===== config.mk =====
export PLATFORM = sky130hd
export DESIGN_NAME = tx_buffer_writer
export DESIGN_NICKNAME = d
export VERILOG_FILES = /design/src/rtl/tx_buffer_writer_pkg.sv /design/src/rtl/tx_buffer_writer.sv
export SDC_FILE = /design/constraint.sdc
export NUM_CORES = 1
export LEC_CHECK = 0
export BUFFER_PORTS_ARGS = -buffer_cell sky130_fd_sc_hd__buf_2
export CORE_MARGIN = 5
export CORE_UTILIZATION = 60
export DETAILED_ROUTE_END_ITERATION = 7
export PLACE_DENSITY = 0.87
export SLEW_MARGIN = 10
export SYNTH_ARGS = -nofsm -noshare
export SYNTH_HDL_FRONTEND = slang
export SYNTH_SLANG_ARGS = --single-unit

===== constraint.sdc =====
create_clock -name clk -period 8.3 [get_ports clk]
set_input_delay 1.66 -clock clk [delete_from_list [all_inputs] [get_ports clk]]
set_output_delay 1.66 -clock clk [all_outputs]
set_load 0.02 [all_outputs]

===== src/rtl/tx_buffer_writer_pkg.sv =====
`default_nettype none
//==============================================================================
// Module   : tx_buffer_writer_pkg
// Brief    : Shared constants, FSM encoding and header layout for the TX
//            frame buffer writer and its reader.
// Revision : 1.0 - initial release
//==============================================================================
package tx_buffer_writer_pkg;

    localparam int BUF_DEPTH   = 512;
    localparam int PTR_W       = 10;
    localparam int ADDR_W      = 9;
    localparam int HDR_LEN_MSB = 63;
    localparam int HDR_LEN_LSB = 32;

    typedef logic [PTR_W-1:0] ptr_t;

    typedef enum logic [2:0] {
        ST_IDLE   = 3'd0,
        ST_DATA   = 3'd1,
        ST_DROP   = 3'd2,
        ST_HDR    = 3'd3,
        ST_COMMIT = 3'd4
    } wr_state_t;

    // Distance of a pointer ahead of the reader, modulo the pointer space.
    function automatic ptr_t occ(input ptr_t p, input ptr_t rd_ptr);
        return p - rd_ptr;
    endfunction

    // Frame length in bytes from its qword count and the valid bytes of the last qword.
    function automatic logic [31:0] frame_bytes(input ptr_t qwords, input logic [2:0] last_bytes);
        logic [31:0] tail;
        tail = (last_bytes == 3'd0) ? 32'd8 : {29'd0, last_bytes};
        return {19'd0, qwords - 10'd1, 3'd0} + tail;
    endfunction

endpackage
`default_nettype wire


===== src/rtl/tx_buffer_writer.sv =====
`default_nettype none
//==============================================================================
// Module   : tx_buffer_writer
// Brief    : Writes host frames into the 512x64 TX buffer as header + payload
//            and publishes each complete frame by advancing the commit pointer.
// Revision : 1.0 - initial release
//==============================================================================
module tx_buffer_writer
    import tx_buffer_writer_pkg::*;
#(
    parameter int MIN_QWORDS = 8,
    parameter int MAX_QWORDS = 256
) (
    input  logic              clk,
    input  logic              reset_n,
    input  logic              in_valid,
    output logic              in_ready,
    input  logic [63:0]       in_data,
    input  logic              in_sof,
    input  logic              in_eof,
    input  logic [2:0]        in_last_bytes,
    output logic              wr_en,
    output logic [ADDR_W-1:0] wr_addr,
    output logic [63:0]       wr_data,
    output logic [PTR_W-1:0]  commited_wr_addr,
    input  logic [PTR_W-1:0]  commited_rd_addr,
    output logic [15:0]       drop_count
);

    wr_state_t         r_state;
    ptr_t              r_hdr_ptr;
    ptr_t              r_cur_ptr;
    ptr_t              r_qcount;
    logic [31:0]       r_bytes;
    logic              r_live;

    wr_state_t         w_state_nxt;
    ptr_t              w_hdr_nxt;
    ptr_t              w_cur_nxt;
    ptr_t              w_qcount_nxt;
    logic [31:0]       w_bytes_nxt;
    logic              w_wr_en_nxt;
    logic [ADDR_W-1:0] w_wr_addr_nxt;
    logic [63:0]       w_wr_data_nxt;
    ptr_t              w_commit_nxt;
    logic [15:0]       w_drop_nxt;

    ptr_t              w_base;
    ptr_t              w_first;
    ptr_t              w_second;
    ptr_t              w_qinc;
    ptr_t              w_cur_inc;
    logic              w_ready;
    logic              w_fire;
    logic              w_restart;
    logic [63:0]       w_hdr_word;

    // While idle the header slot tracks the commit pointer directly.
    assign w_base    = (r_state == ST_IDLE) ? commited_wr_addr : r_hdr_ptr;
    assign w_first   = w_base + 10'd1;
    assign w_second  = w_base + 10'd2;
    assign w_qinc    = r_qcount + 10'd1;
    assign w_cur_inc = r_cur_ptr + 10'd1;

    always_comb begin
        w_ready = 1'b0;
        case (r_state)
            ST_IDLE: w_ready = (occ(w_first, commited_rd_addr) < ptr_t'(BUF_DEPTH));
            ST_DATA: w_ready = (occ(r_cur_ptr, commited_rd_addr) < ptr_t'(BUF_DEPTH));
            ST_DROP: w_ready = 1'b1;
            default: w_ready = 1'b0;
        endcase
    end

    // r_live holds ready low from reset until the first clock edge after release.
    assign in_ready  = r_live & w_ready;
    assign w_fire    = in_valid & in_ready;
    // An eof beat while discarding closes the bad frame even if it carries sof.
    assign w_restart = in_sof & ~((r_state == ST_DROP) & in_eof);

    always_comb begin
        w_hdr_word = '0;
        w_hdr_word[HDR_LEN_MSB:HDR_LEN_LSB] = r_bytes;
    end

    always_comb begin
        w_state_nxt   = r_state;
        w_hdr_nxt     = r_hdr_ptr;
        w_cur_nxt     = r_cur_ptr;
        w_qcount_nxt  = r_qcount;
        w_bytes_nxt   = r_bytes;
        w_wr_en_nxt   = 1'b0;
        w_wr_addr_nxt = wr_addr;
        w_wr_data_nxt = wr_data;
        w_commit_nxt  = commited_wr_addr;
        w_drop_nxt    = drop_count;

        case (r_state)
            ST_IDLE, ST_DATA, ST_DROP: begin
                if (w_fire) begin
                    if (w_restart) begin
                        if (r_state != ST_IDLE) begin
                            w_drop_nxt = drop_count + 16'd1;
                        end
                        w_hdr_nxt     = w_base;
                        w_wr_en_nxt   = 1'b1;
                        w_wr_addr_nxt = w_first[ADDR_W-1:0];
                        w_wr_data_nxt = in_data;
                        w_cur_nxt     = w_second;
                        w_qcount_nxt  = 10'd1;
                        if (in_eof) begin
                            if (MIN_QWORDS <= 1) begin
                                w_bytes_nxt = frame_bytes(10'd1, in_last_bytes);
                                w_state_nxt = ST_HDR;
                            end else begin
                                w_drop_nxt  = w_drop_nxt + 16'd1;
                                w_state_nxt = ST_IDLE;
                            end
                        end else if (MAX_QWORDS == 1) begin
                            w_state_nxt = ST_DROP;
                        end else begin
                            w_state_nxt = ST_DATA;
                        end
                    end else if (r_state == ST_DATA) begin
                        w_wr_en_nxt   = 1'b1;
                        w_wr_addr_nxt = r_cur_ptr[ADDR_W-1:0];
                        w_wr_data_nxt = in_data;
                        w_cur_nxt     = w_cur_inc;
                        w_qcount_nxt  = w_qinc;
                        if (in_eof) begin
                            if (w_qinc < 10'(MIN_QWORDS)) begin
                                w_drop_nxt  = drop_count + 16'd1;
                                w_state_nxt = ST_IDLE;
                            end else begin
                                w_bytes_nxt = frame_bytes(w_qinc, in_last_bytes);
                                w_state_nxt = ST_HDR;
                            end
                        end else if (w_qinc == 10'(MAX_QWORDS)) begin
                            w_state_nxt = ST_DROP;
                        end
                    end else if ((r_state == ST_IDLE) || in_eof) begin
                        // Stray beat in IDLE, or the end of a frame being discarded.
                        w_drop_nxt  = drop_count + 16'd1;
                        w_state_nxt = ST_IDLE;
                    end
                end
            end
            ST_HDR: begin
                w_wr_en_nxt   = 1'b1;
                w_wr_addr_nxt = r_hdr_ptr[ADDR_W-1:0];
                w_wr_data_nxt = w_hdr_word;
                w_state_nxt   = ST_COMMIT;
            end
            ST_COMMIT: begin
                w_commit_nxt = r_cur_ptr;
                w_state_nxt  = ST_IDLE;
            end
            default: w_state_nxt = ST_IDLE;
        endcase
    end

    always_ff @(posedge clk or negedge reset_n) begin
        if (!reset_n) begin
            r_state          <= ST_IDLE;
            r_hdr_ptr        <= '0;
            r_cur_ptr        <= '0;
            r_qcount         <= '0;
            r_bytes          <= '0;
            r_live           <= 1'b0;
            wr_en            <= 1'b0;
            wr_addr          <= '0;
            wr_data          <= '0;
            commited_wr_addr <= '0;
            drop_count       <= '0;
        end else begin
            r_state          <= w_state_nxt;
            r_hdr_ptr        <= w_hdr_nxt;
            r_cur_ptr        <= w_cur_nxt;
            r_qcount         <= w_qcount_nxt;
            r_bytes          <= w_bytes_nxt;
            r_live           <= 1'b1;
            wr_en            <= w_wr_en_nxt;
            wr_addr          <= w_wr_addr_nxt;
            wr_data          <= w_wr_data_nxt;
            commited_wr_addr <= w_commit_nxt;
            drop_count       <= w_drop_nxt;
        end
    end

endmodule
`default_nettype wire


==> impl_metrics.json <==
{
  "status": "finished clean",
  "post-route-util_pct": 72.0,
  "synth_top_family_by_area": "simple AND/OR/NAND/NOR gates",
  "p_total_uw": 3540,
  "grt_pass1_wl_um": 38900,
  "synthCells": 965,
  "r2r_setup_slack_ps": 2350,
  "tritoncts": "built",
  "fillers": 1049,
  "startpoint": "r_state[1]",
  "cp_slowest_stage_delay_ps": 740,
  "die_h_um": 130,
  "hold_ws_ps": 470,
  "synth-compound-area-share_pct": 12.1,
  "crit_path_cell_trace": "or3_1 -> mux2_2 -> ha_1 -> nand2_1 -> or3_1 -> xor2_1 -> ha_1 -> a21o_1 -> a21o_1 -> a221oi_1 -> a211oi_1 -> nor3b_2 -> or2_1 -> and3b_1 -> buf_2",
  "maxSlewViolCount": 0,
  "cp_top_family": "simple AND/OR/NAND/NOR gates",
  "critPathCaptureType": "primary output",
  "synth-seq-cells": 148,
  "busiest_layer": "met2",
  "max_freq_ghz": 0.140,
  "crit_buf_inv": 1,
  "skew_ps": 10.4,
  "vias_per_cell": 6.20,
  "cts_sinks": 148,
  "grtUsageTotal_pct": 28.9,
  "coreArea_sq_um": 14000,
  "critPathLaunchType": "flop",
  "required_ps": 6640,
  "pre_cts_slack_ps": 1790,
  "worstPathArrival_ps": 5460,
  "cts_max_level": 4,
  "drtIter0Drc": 969,
  "synth_top_area_cell": "dfrtp_1",
  "synth_edf_count": 0,
  "area_growth_pct": 17.0,
  "synth_warnings": 0,
  "powerDensity_nw_per_um2": 352,
  "worst_slack_ps": 1180,
  "min-delay-start": "drop_count[15]",
  "synth_xor_area_share_pct": 5.90,
  "postRouteAntennaNets": 0,
  "tightest_slew_ps": 1080,
  "firstDrtPassIters": 6,
  "netlist_area_sq_um": 8610,
  "grtUsageMet3_pct": 6.51,
  "wirelength_um": 24300,
  "insertion_delay_ps": 430,
  "post_cts_buffers": 0,
  "yosysTopAreaCellShare_pct": 43.0,
  "critPathMaxFanout": 16,
  "syn_area_per_cell_sq_um": 8.92,
  "fin_crit_ps": 7120,
  "cts.clk_slew.worst_paths_ps": 60,
  "slew_headroom_pct": 27.9,
  "yosys.area_share.adder_pct": 3.49,
  "grt_pass1_vias": 7760,
  "ys_types": 70,
  "met2_usage_pct": 46.3,
  "dieArea_sq_um": 16800,
  "worst-setup-path-type": "flop to primary output",
  "hold_path_class": "flop to flop",
  "row_count": 43,
  "synth_flop_cell": "dfrtp_1",
  "die_width_um": 130,
  "r2r-start": "r_state[1]",
  "gr-total-overflow": 0,
  "cts_hold_buf": 0,
  "cts_buffers": 17,
  "grt_use_met1_pct": 38.2,
  "synthArstFlopShare_pct": 100,
  "ctsResizeCount": 0,
  "post_route_cells_drive_above_1_share_pct": 24.2,
  "drt-wirelength-per-cell_um": 18.8,
  "antenna_found_initial": 0,
  "hpwl_um": 16600,
  "ys_seq_area_share_pct": 43.0,
  "port_buffers": 182,
  "setup-violations-final": 0,
  "synth-simple-area-share_pct": 24.2,
  "syn-num-nets": 1071,
  "clk_path_buf_depth": 2,
  "leakagePower_uw": 0.00502,
  "grt_max_degree": 83,
  "cpMaxStageDelayCell": "or3_1",
  "ir_drop_mv": 0.227,
  "drc": 0,
  "rsz0062_at_grt": "false",
  "root_buffer": "clkbuf_16",
  "fin_tns_setup_ps": 0,
  "start_util_pct": 61.5,
  "fin_crit_sh_pct": 85.8,
  "hold_viol_final": 0,
  "num-nets-final": 1206,
  "gp_congestion": 0.941,
  "routed-via-count": 8018,
  "max_cap_violations": 0,
  "synth_area_leaders": "dfrtp_1 43%, nand2_1 6.9%, nand3_1 4.4%",
  "synthMuxAreaShare_pct": 6.35,
  "num_io_pins": 183
}
==> cell families (layout without fill, tap and decap cells) <==
logic type,count (synthesis),count (layout)
AOI/OAI and AO/OA,157,157
DFF,148,148
adders and majority gates,24,24
muxes,45,45
buffers and inverters,96,244
and+or+nand+nor,436,436
xor gates and xnor gates,58,58
other,1,2
==> synth_stat cells (all sizes together), types with 7 or more instances <==
library cell	count
nor4	7
and3	8
mux2	35
ha	24
nand2b	9
nor2	66
inv	24
clkbuf	51
buf	21
a31oi	7
o22ai	24
xor2	35
nand3	76
nor3	58
o21ai	35
or3	10
mux2i	10
xnor2	23
nand4	16
a21oi	30
dfrtp	148
nand2	158
==> cell usage in the layout (no fill, tap or decap), types with 3 or more instances in the layout <==
cell,count
a211o_1,5
a211oi_1,3
a21o_1,6
a21oi_1,30
a31oi_1,7
a32oi_1,5
and2_1,6
and3_1,7
and3b_1,3
and4_1,4
buf_2,181
buf_4,6
clkbuf_16,17
clkinvlp_4,3
dfrtp_1,148
ha_1,24
inv_1,24
inv_6,3
inv_8,5
mux2_2,21
mux2_4,14
mux2i_1,10
nand2_1,158
nand2b_1,9
nand3_1,76
nand4_1,15
nand4b_1,3
nor2_1,66
nor3_1,56
nor4_1,7
nor4b_1,3
o211a_1,4
o211ai_1,6
o21ai_0,32
o22a_1,3
o22ai_1,24
or3_1,9
xnor2_1,23
xor2_1,35
==> sequential cells by signal, summed over array words and instances (netlist names) <==
signal            cells
commited_wr_addr     10
drop_count           16
r_bytes              14
r_cur_ptr            10
r_hdr_ptr            10
r_live                1
r_qcount             10
r_state               3
wr_addr               9
wr_data              64
wr_en                 1
==> metal layers <==
| metal | vias to the layer above | part of all wire, % |
|---|---|---|
| met5 | - | 0 |
| met4 | 0 | 3.3 |
| met3 | 66 | 7.7 |
| met2 | 393 | 48 |
| met1 | 3885 | 41 |
| li1 | 3674 | - |
==> worst paths after layout <==
check,end,depth (start not counted)
setup / recovery,in_ready,15
hold / removal,drop_count[15],1
setup reg to reg,wr_addr[8],16
hold reg to reg,drop_count[15],1
max in group asynchronous,wr_data[4],2
min in group asynchronous,r_bytes[13],1
==> final cells by class <==
type	instances	area [sq um]	area share (%)
Timing Repair Buffer	188	962	9.55
Clock buffer	18	439	4.36
Tap cell	180	225	2.24
Antenna cell	1	2.50	0.0248
Multi-Input combinational cell	721	4510	44.8
Inverter	24	90.1	0.894
Sequential cell	148	3700	36.8
Clock inverter	14	139	1.38
==> worst register-to-register path, cell delays in order, from the launching register on <==
cell and delay [ps]:
dfrtp_1 540, or3_1 740, mux2_2 390, ha_1 190, nand2_1 120, or3_1 410, xor2_1 230, ha_1 290
a21o_1 160, a21o_1 160, a221oi_1 400, a211oi_1 160, nor3b_2 450, o31a_2 840, buf_4 550, nor2_1 80
o22ai_1 140
==> stage by stage <==
step	instances	instance area (sq um)
2_1_floorplan	965	8610
3_3_place_gp	1261	9490
3_5_place_dp	1261	9490
4_1_cts	1293	10100
5_1_grt	1293	10100
6_report	1294	10100
==> where the power goes <==
part           internal (uW)  switching (uW)
Clock                    406             347
Sequential               967             248
Combinational            565            1010
No activity file was read; power rests on OpenSTA's default activity.
